[config.mk]
export PLATFORM = sky130hd
export DESIGN_NAME = uart_receiver
export DESIGN_NICKNAME = d
export VERILOG_FILES = /design/src/rtl/uart_receiver.sv
export SDC_FILE = /design/constraint.sdc
export NUM_CORES = 1
export LEC_CHECK = 0
export BUFFER_PORTS_ARGS = -buffer_cell sky130_fd_sc_hd__buf_2
export CAP_MARGIN = 20
export CORE_MARGIN = 2
export CORE_UTILIZATION = 62
export DETAILED_ROUTE_END_ITERATION = 6
export MAX_ROUTING_LAYER = met4
export PLACE_DENSITY = 0.78
export SLEW_MARGIN = 25
export SYNTH_ARGS = -nofsm -noshare
export SYNTH_HDL_FRONTEND = slang
export SYNTH_SLANG_ARGS = --single-unit
[constraint.sdc]
create_clock -name clc -period 3.75 [get_ports clc]
set_clock_uncertainty 0.1 [all_clocks]
set_input_delay 0.375 -clock clc [delete_from_list [all_inputs] [get_ports clc]]
set_output_delay 0.375 -clock clc [all_outputs]
set_load 0.03 [all_outputs]
[src/rtl/uart_receiver.sv]
// 8N1 UART receiver with 2-flop input synchronizer, byte-valid pulse and framing-error pulse.
// Build option: define UART_RX_MAJORITY_EN for 2-of-3 majority sampling (all decisions one cycle later).
module uart_receiver #(
    parameter int CLKS_PER_BIT = 16,
    parameter int DATA_BITS    = 8
) (
    input  logic       clc,
    input  logic       res,
    input  logic       RX,
    output logic [7:0] word_receiver,
    output logic       priznak_end_receiver,
    output logic       framing_error,
    output logic       busy
);

    if (DATA_BITS != 8) begin : g_bad_data_bits
        $error("uart_receiver: DATA_BITS must be 8");
    end
    if (CLKS_PER_BIT < 4 || CLKS_PER_BIT > 1023) begin : g_bad_clks_per_bit
        $error("uart_receiver: CLKS_PER_BIT must be in 4..1023");
    end

    typedef enum logic [2:0] {
        IDLE  = 3'd0,
        START = 3'd1,
        DATA  = 3'd2,
        STOP  = 3'd3,
        BREAK = 3'd4
    } state_t;

    localparam logic [9:0] LAST_CNT  = 10'(CLKS_PER_BIT - 1);
`ifdef UART_RX_MAJORITY_EN
    localparam logic [9:0] START_CNT = 10'(CLKS_PER_BIT / 2);
`else
    localparam logic [9:0] START_CNT = 10'(CLKS_PER_BIT / 2 - 1);
`endif

    state_t      state_q, state_d;
    logic        sync1_q, sync1_d;
    logic        rx_s_q, rx_s_d;
    logic        rx_prev_q, rx_prev_d;
    logic [9:0]  cnt_q, cnt_d;
    logic [2:0]  bit_q, bit_d;
    logic [7:0]  shift_q, shift_d;
    logic [7:0]  word_q, word_d;
    logic        done_q, done_d;
    logic        ferr_q, ferr_d;
    logic        sample_bit;
    logic        fall_edge;
    logic        start_hit;
    logic        bit_hit;

`ifdef UART_RX_MAJORITY_EN
    logic        rx_prev2_q, rx_prev2_d;

    // Evaluated one cycle after the nominal point, so rx_prev_q is the nominal sample.
    assign sample_bit = (rx_s_q & rx_prev_q) | (rx_s_q & rx_prev2_q) | (rx_prev_q & rx_prev2_q);
    assign rx_prev2_d = rx_prev_q;

    always_ff @(posedge clc or negedge res) begin
        if (!res) begin
            rx_prev2_q <= 1'b1;
        end else begin
            rx_prev2_q <= rx_prev2_d;
        end
    end
`else
    assign sample_bit = rx_s_q;
`endif

    assign sync1_d   = RX;
    assign rx_s_d    = sync1_q;
    assign rx_prev_d = rx_s_q;
    assign fall_edge = rx_prev_q & ~rx_s_q;
    assign start_hit = (cnt_q == START_CNT);
    assign bit_hit   = (cnt_q == LAST_CNT);

    always_ff @(posedge clc or negedge res) begin
        if (!res) begin
            state_q <= IDLE;
        end else begin
            state_q <= state_d;
        end
    end

    always_comb begin
        state_d = state_q;
        case (state_q)
            IDLE:    if (fall_edge) state_d = START;
            START:   if (start_hit) state_d = sample_bit ? IDLE : DATA;
            DATA:    if (bit_hit && bit_q == 3'd7) state_d = STOP;
            STOP:    if (bit_hit) state_d = sample_bit ? IDLE : BREAK;
            BREAK:   if (rx_s_q) state_d = IDLE;
            default: state_d = IDLE;
        endcase
    end

    always_comb begin
        word_d = word_q;
        done_d = 1'b0;
        ferr_d = 1'b0;
        busy   = (state_q != IDLE);
        if (state_q == STOP && bit_hit) begin
            if (sample_bit) begin
                done_d = 1'b1;
                word_d = shift_q;
            end else begin
                ferr_d = 1'b1;
            end
        end
    end

    // The cycle counter only advances inside a frame; it never wraps on its own.
    always_comb begin
        cnt_d   = cnt_q + 10'd1;
        bit_d   = bit_q;
        shift_d = shift_q;
        case (state_q)
            START: begin
                if (start_hit) begin
                    cnt_d = '0;
                    bit_d = '0;
                end
            end
            DATA: begin
                if (bit_hit) begin
                    cnt_d   = '0;
                    bit_d   = bit_q + 3'd1;
                    shift_d = {sample_bit, shift_q[7:1]};
                end
            end
            STOP: begin
                if (bit_hit) cnt_d = '0;
            end
            default: cnt_d = '0;
        endcase
    end

    always_ff @(posedge clc or negedge res) begin
        if (!res) begin
            sync1_q   <= 1'b1;
            rx_s_q    <= 1'b1;
            rx_prev_q <= 1'b1;
            cnt_q     <= '0;
            bit_q     <= '0;
            shift_q   <= '0;
            word_q    <= '0;
            done_q    <= 1'b0;
            ferr_q    <= 1'b0;
        end else begin
            sync1_q   <= sync1_d;
            rx_s_q    <= rx_s_d;
            rx_prev_q <= rx_prev_d;
            cnt_q     <= cnt_d;
            bit_q     <= bit_d;
            shift_q   <= shift_d;
            word_q    <= word_d;
            done_q    <= done_d;
            ferr_q    <= ferr_d;
        end
    end

    assign word_receiver        = word_q;
    assign priznak_end_receiver = done_q;
    assign framing_error        = ferr_q;

endmodule

==> key figures <==
Final layout
  – Final Core Density: 69.9%
  – Synthesis-to-layout area growth: 9.01%
  – Final standard cell area without fillers: 0.00188 mm^2
  – Leading cell types in the layout, fill and taps excluded: dfrtp_1, mux2_2, buf_2
  – Diodes inserted: 0
  – Share of cells above drive strength 1: 29.0%
  – Number of fill cells: 199
  – Number of nets in the layout: 160
  – Most common library cell in the layout ignoring fill and taps: dfrtp_1

Route
  – WL/cell: 15.8 um
  – Via count: 1,140
  – Final routed wirelength across all metal layers: 2.93 mm
  – Number of nets with antenna violations after detailed routing: 0
  – DRC viols: 0
  – Iteration count of the initial detailed-routing pass: 6
  – Initial DRC count: 50
  – Ratio of routed vias to standard cells: 6.13

Pwr
  – Share of total power consumed by net switching: 32.5%
  – Static leakage: 0.897 nW
  – Portion of total power attributed to sequential cells: 50.2%
  – Reported net switching power: 0.354 mW
  – Clock share of power: 25.2%
  – Total power: 1.09 mW
  – Peak VDD IR: 0.455 mV
  – Internal Pwr Total: 0.735 mW
  – Power density over cell area: 580 mW/mm^2
  – Portion of total power attributed to combinational logic: 24.6%

Timing
  – Final clock period utilization by the worst path: 58.1%
  – Final critical delay including setup and external delays: 2.18 ns
  – Maximum frequency from static timing analysis: 459 MHz
  – Worst-case headroom to the max-slew limit: 46.4%
  – Setup repair after global routing missed its margin: no
  – Post-route worst setup slack: 1.57 ns
  – Count of endpoints failing hold in the final timing report: 0
  – Actual slew at the worst max-slew pin: 0.803 ns
  – Total negative setup slack: 0 ns
  – Final setup fails: 0
  – Pins Over Slew Limit: 0

Synth
  – Area of the mapped netlist: 0.00172 mm^2
  – Portion of the post-synthesis area used by sequential elements: 54.0%
  – Post-synthesis average cell area: 12.3 um^2
  – Yosys warning total: 0
  – Compound-gate portion of the synthesized area: 7.12%
  – Main area contributors after synthesis: dfrtp_1, mux2_2, dfstp_2
  – Count of flip-flops with a built-in enable after synthesis: 0
  – Dominant combinational cell family by area after synthesis: simple AND/OR/NAND/NOR gates
  – Synthesized flop and latch total: 37
  – Mux contribution to synthesized area: 12.9%
  – Share of synthesized registers carrying an async set or reset: 100%
  – Xor and xnor area share after synthesis: 2.03%
  – Cells after synthesis: 140
  – Area share of the largest cell type after synthesis: 49.4%
  – Most instantiated flip-flop cell in the synthesis netlist: dfrtp_1
  – Top cell type by total area after synthesis: dfrtp_1
  – Net count of the mapped netlist: 146
  – Adder-cell share of the synthesized area: 2.18%
  – Synth cell types: 39
  – Simple-gate area share of the yosys netlist: 18.2%

Global route
  – Maximum number of pins on one net before global-route repair: 38
  – Antenna violations before repair: 0
  – Via count of the first global-routing pass: 1,126
  – Aggregate global-route resource usage: 22.4%
  – Global-route wire length before repair: 5.26 mm
  – GRT Residual Overflow: 0

Critical path
  – Critical-path maximum fanout: 11
  – Worst-path cell chain: ha_1 -> nor4bb_1 -> a311o_1 -> mux2_2
  – Worst Path Required: 3.90 ns
  – Crit path max-delay cell type: a311o_1
  – Endpoint class of the critical path: register
  – Worst path max stage delay: 0.53 ns
  – WP data arrival: 2.32 ns
  – Internal reg-to-reg setup slack: 1.57 ns
  – Kind of start point of the critical path: register
  – Critical path class: reg2reg

Floorplanning
  – Standard cell core area: 0.00269 mm^2
  – DIE WIDTH: 56.7 um
  – Effective utilization at floorplan: 64.1%
  – Number of placement rows: 19
  – Die footprint: 0.00321 mm^2
  – Number of top-level design ports: 14
  – Die Ht: 56.7 um

Placed design
  – Port-buffer cells: 13
  – Gp weighted congestion: 0.798
  – Final HPWL DP: 2.01 mm
  – Area post-placement: 0.00179 mm^2
  – Setup Slack @ Placement: 1.61 ns

Worst hold path
  – Type of the worst min-delay path: in2async

Job
  – Max-cap violation count: 0

CTS
  – Number of clock sinks: 37
  – Clock transition at the register clock pins on the worst setup and hold paths after CTS: 0.11 ns
  – TritonCTS clock tree: done
  – H-tree depth: 2
  – Post-cts gate resize count: 0
  – Total CTS buffers: 5
  – Skew-Pair Late Insertion Delay: 0.35 ns
  – Worst-case clock buffer depth: 2
  – CTS Root Buffer Type: clkbuf_4

Run status
  – Result of the run: finished clean
[power groups by stage]
stage	logic, mW	registers (mW)	clock network, mW
after floorplan	0.250	0.518	0
after global placement	0.252	0.545	0
after detailed placement	0.269	0.554	0
after CTS	0.269	0.546	0.279
after global routing	0.300	0.558	0.298
final	0.267	0.547	0.274
[synth_stat cells (4+ instances only)]
cell type	instances
inv_1	6
or4_1	4
nor2_1	7
a21oi_1	7
dfrtp_1	34
nand2_1	8
xnor2_1	4
mux2_2	17
clkbuf_1	4
[state kept, by name, indices dropped and copies added, names as in the netlist, 3 cells and up]
| name | count |
|---|---|
| bit_q | 3 |
| word_receiver | 8 |
| shift_q | 8 |
| cnt_q | 10 |
| state_q | 3 |
[what timing repair did]
| item | in CTS | in global routing |
|---|---|---|
| hold buffers | 0 | 1 |
| buffers inserted | 0 | 0 |
| hold endpoints to repair | 0 | 1 |
[path summary, 6_finish.rpt]
kind | startpoint | end | cells after the start
worst max-delay path | cnt_q[0]$_DFF_PN0_ | state_q[0]$_DFFE_PN0P_ | 4
worst min-delay path | res | framing_error$_DFF_PN0_ | 1
worst max register to register | cnt_q[0]$_DFF_PN0_ | state_q[0]$_DFFE_PN0P_ | 4
worst min register to register | rx_s_d$_DFF_PN1_ | rx_prev_d$_DFF_PN1_ | 0
max in group asynchronous | res | cnt_q[8]$_DFF_PN0_ | 1
min in group clc | rx_s_d$_DFF_PN1_ | rx_prev_d$_DFF_PN1_ | 0
[per-stage QoR]
stage / hold slack [ns] / std cells
2_1_floorplan: -0.0206 / 140
3_3_place_gp: 0.246 / 177
3_5_place_dp: 0.253 / 177
4_1_cts: 0.00280 / 185
5_1_grt: 0.0548 / 186
6_report: 0.00282 / 186
[critical path: cells and delay by family, from the launching register on]
family / cells / cell delay [ns]
AOI/OAI and AO/OA: 1 / 0.53
adders and majority gates: 1 / 0.23
DFF: 1 / 0.39
muxes: 1 / 0.39
and+or+nand+nor: 1 / 0.44
[layout make-up]
type                            instances  area (um^2)  share of cell area [%]
Tap cell                               31         38.8                    2.07
Clock buffer                            6         41.3                    2.20
Clock inverter                          2         38.8                    2.07
Multi-Input combinational cell         90          731                    38.9
Timing Repair Buffer                   14         75.1                    4.00
Inverter                                6         22.5                    1.20
Sequential cell                        37          930                    49.5
[routing by layer]
layer	track usage [%]	wire, um
met5	-	0
met4	10.2	50
met3	6.91	110
met2	32.9	1400
met1	28.7	1370
[cells by family after synthesis]
family                     count (synthesis)
buffers and inverters                     13
DFF                                       37
AOI/OAI and AO/OA                         18
and+or+nand+nor                           45
muxes                                     20
xor gates and xnor gates                   4
adders and majority gates                  3
Note: power is estimated with default switching activity, not from simulation.
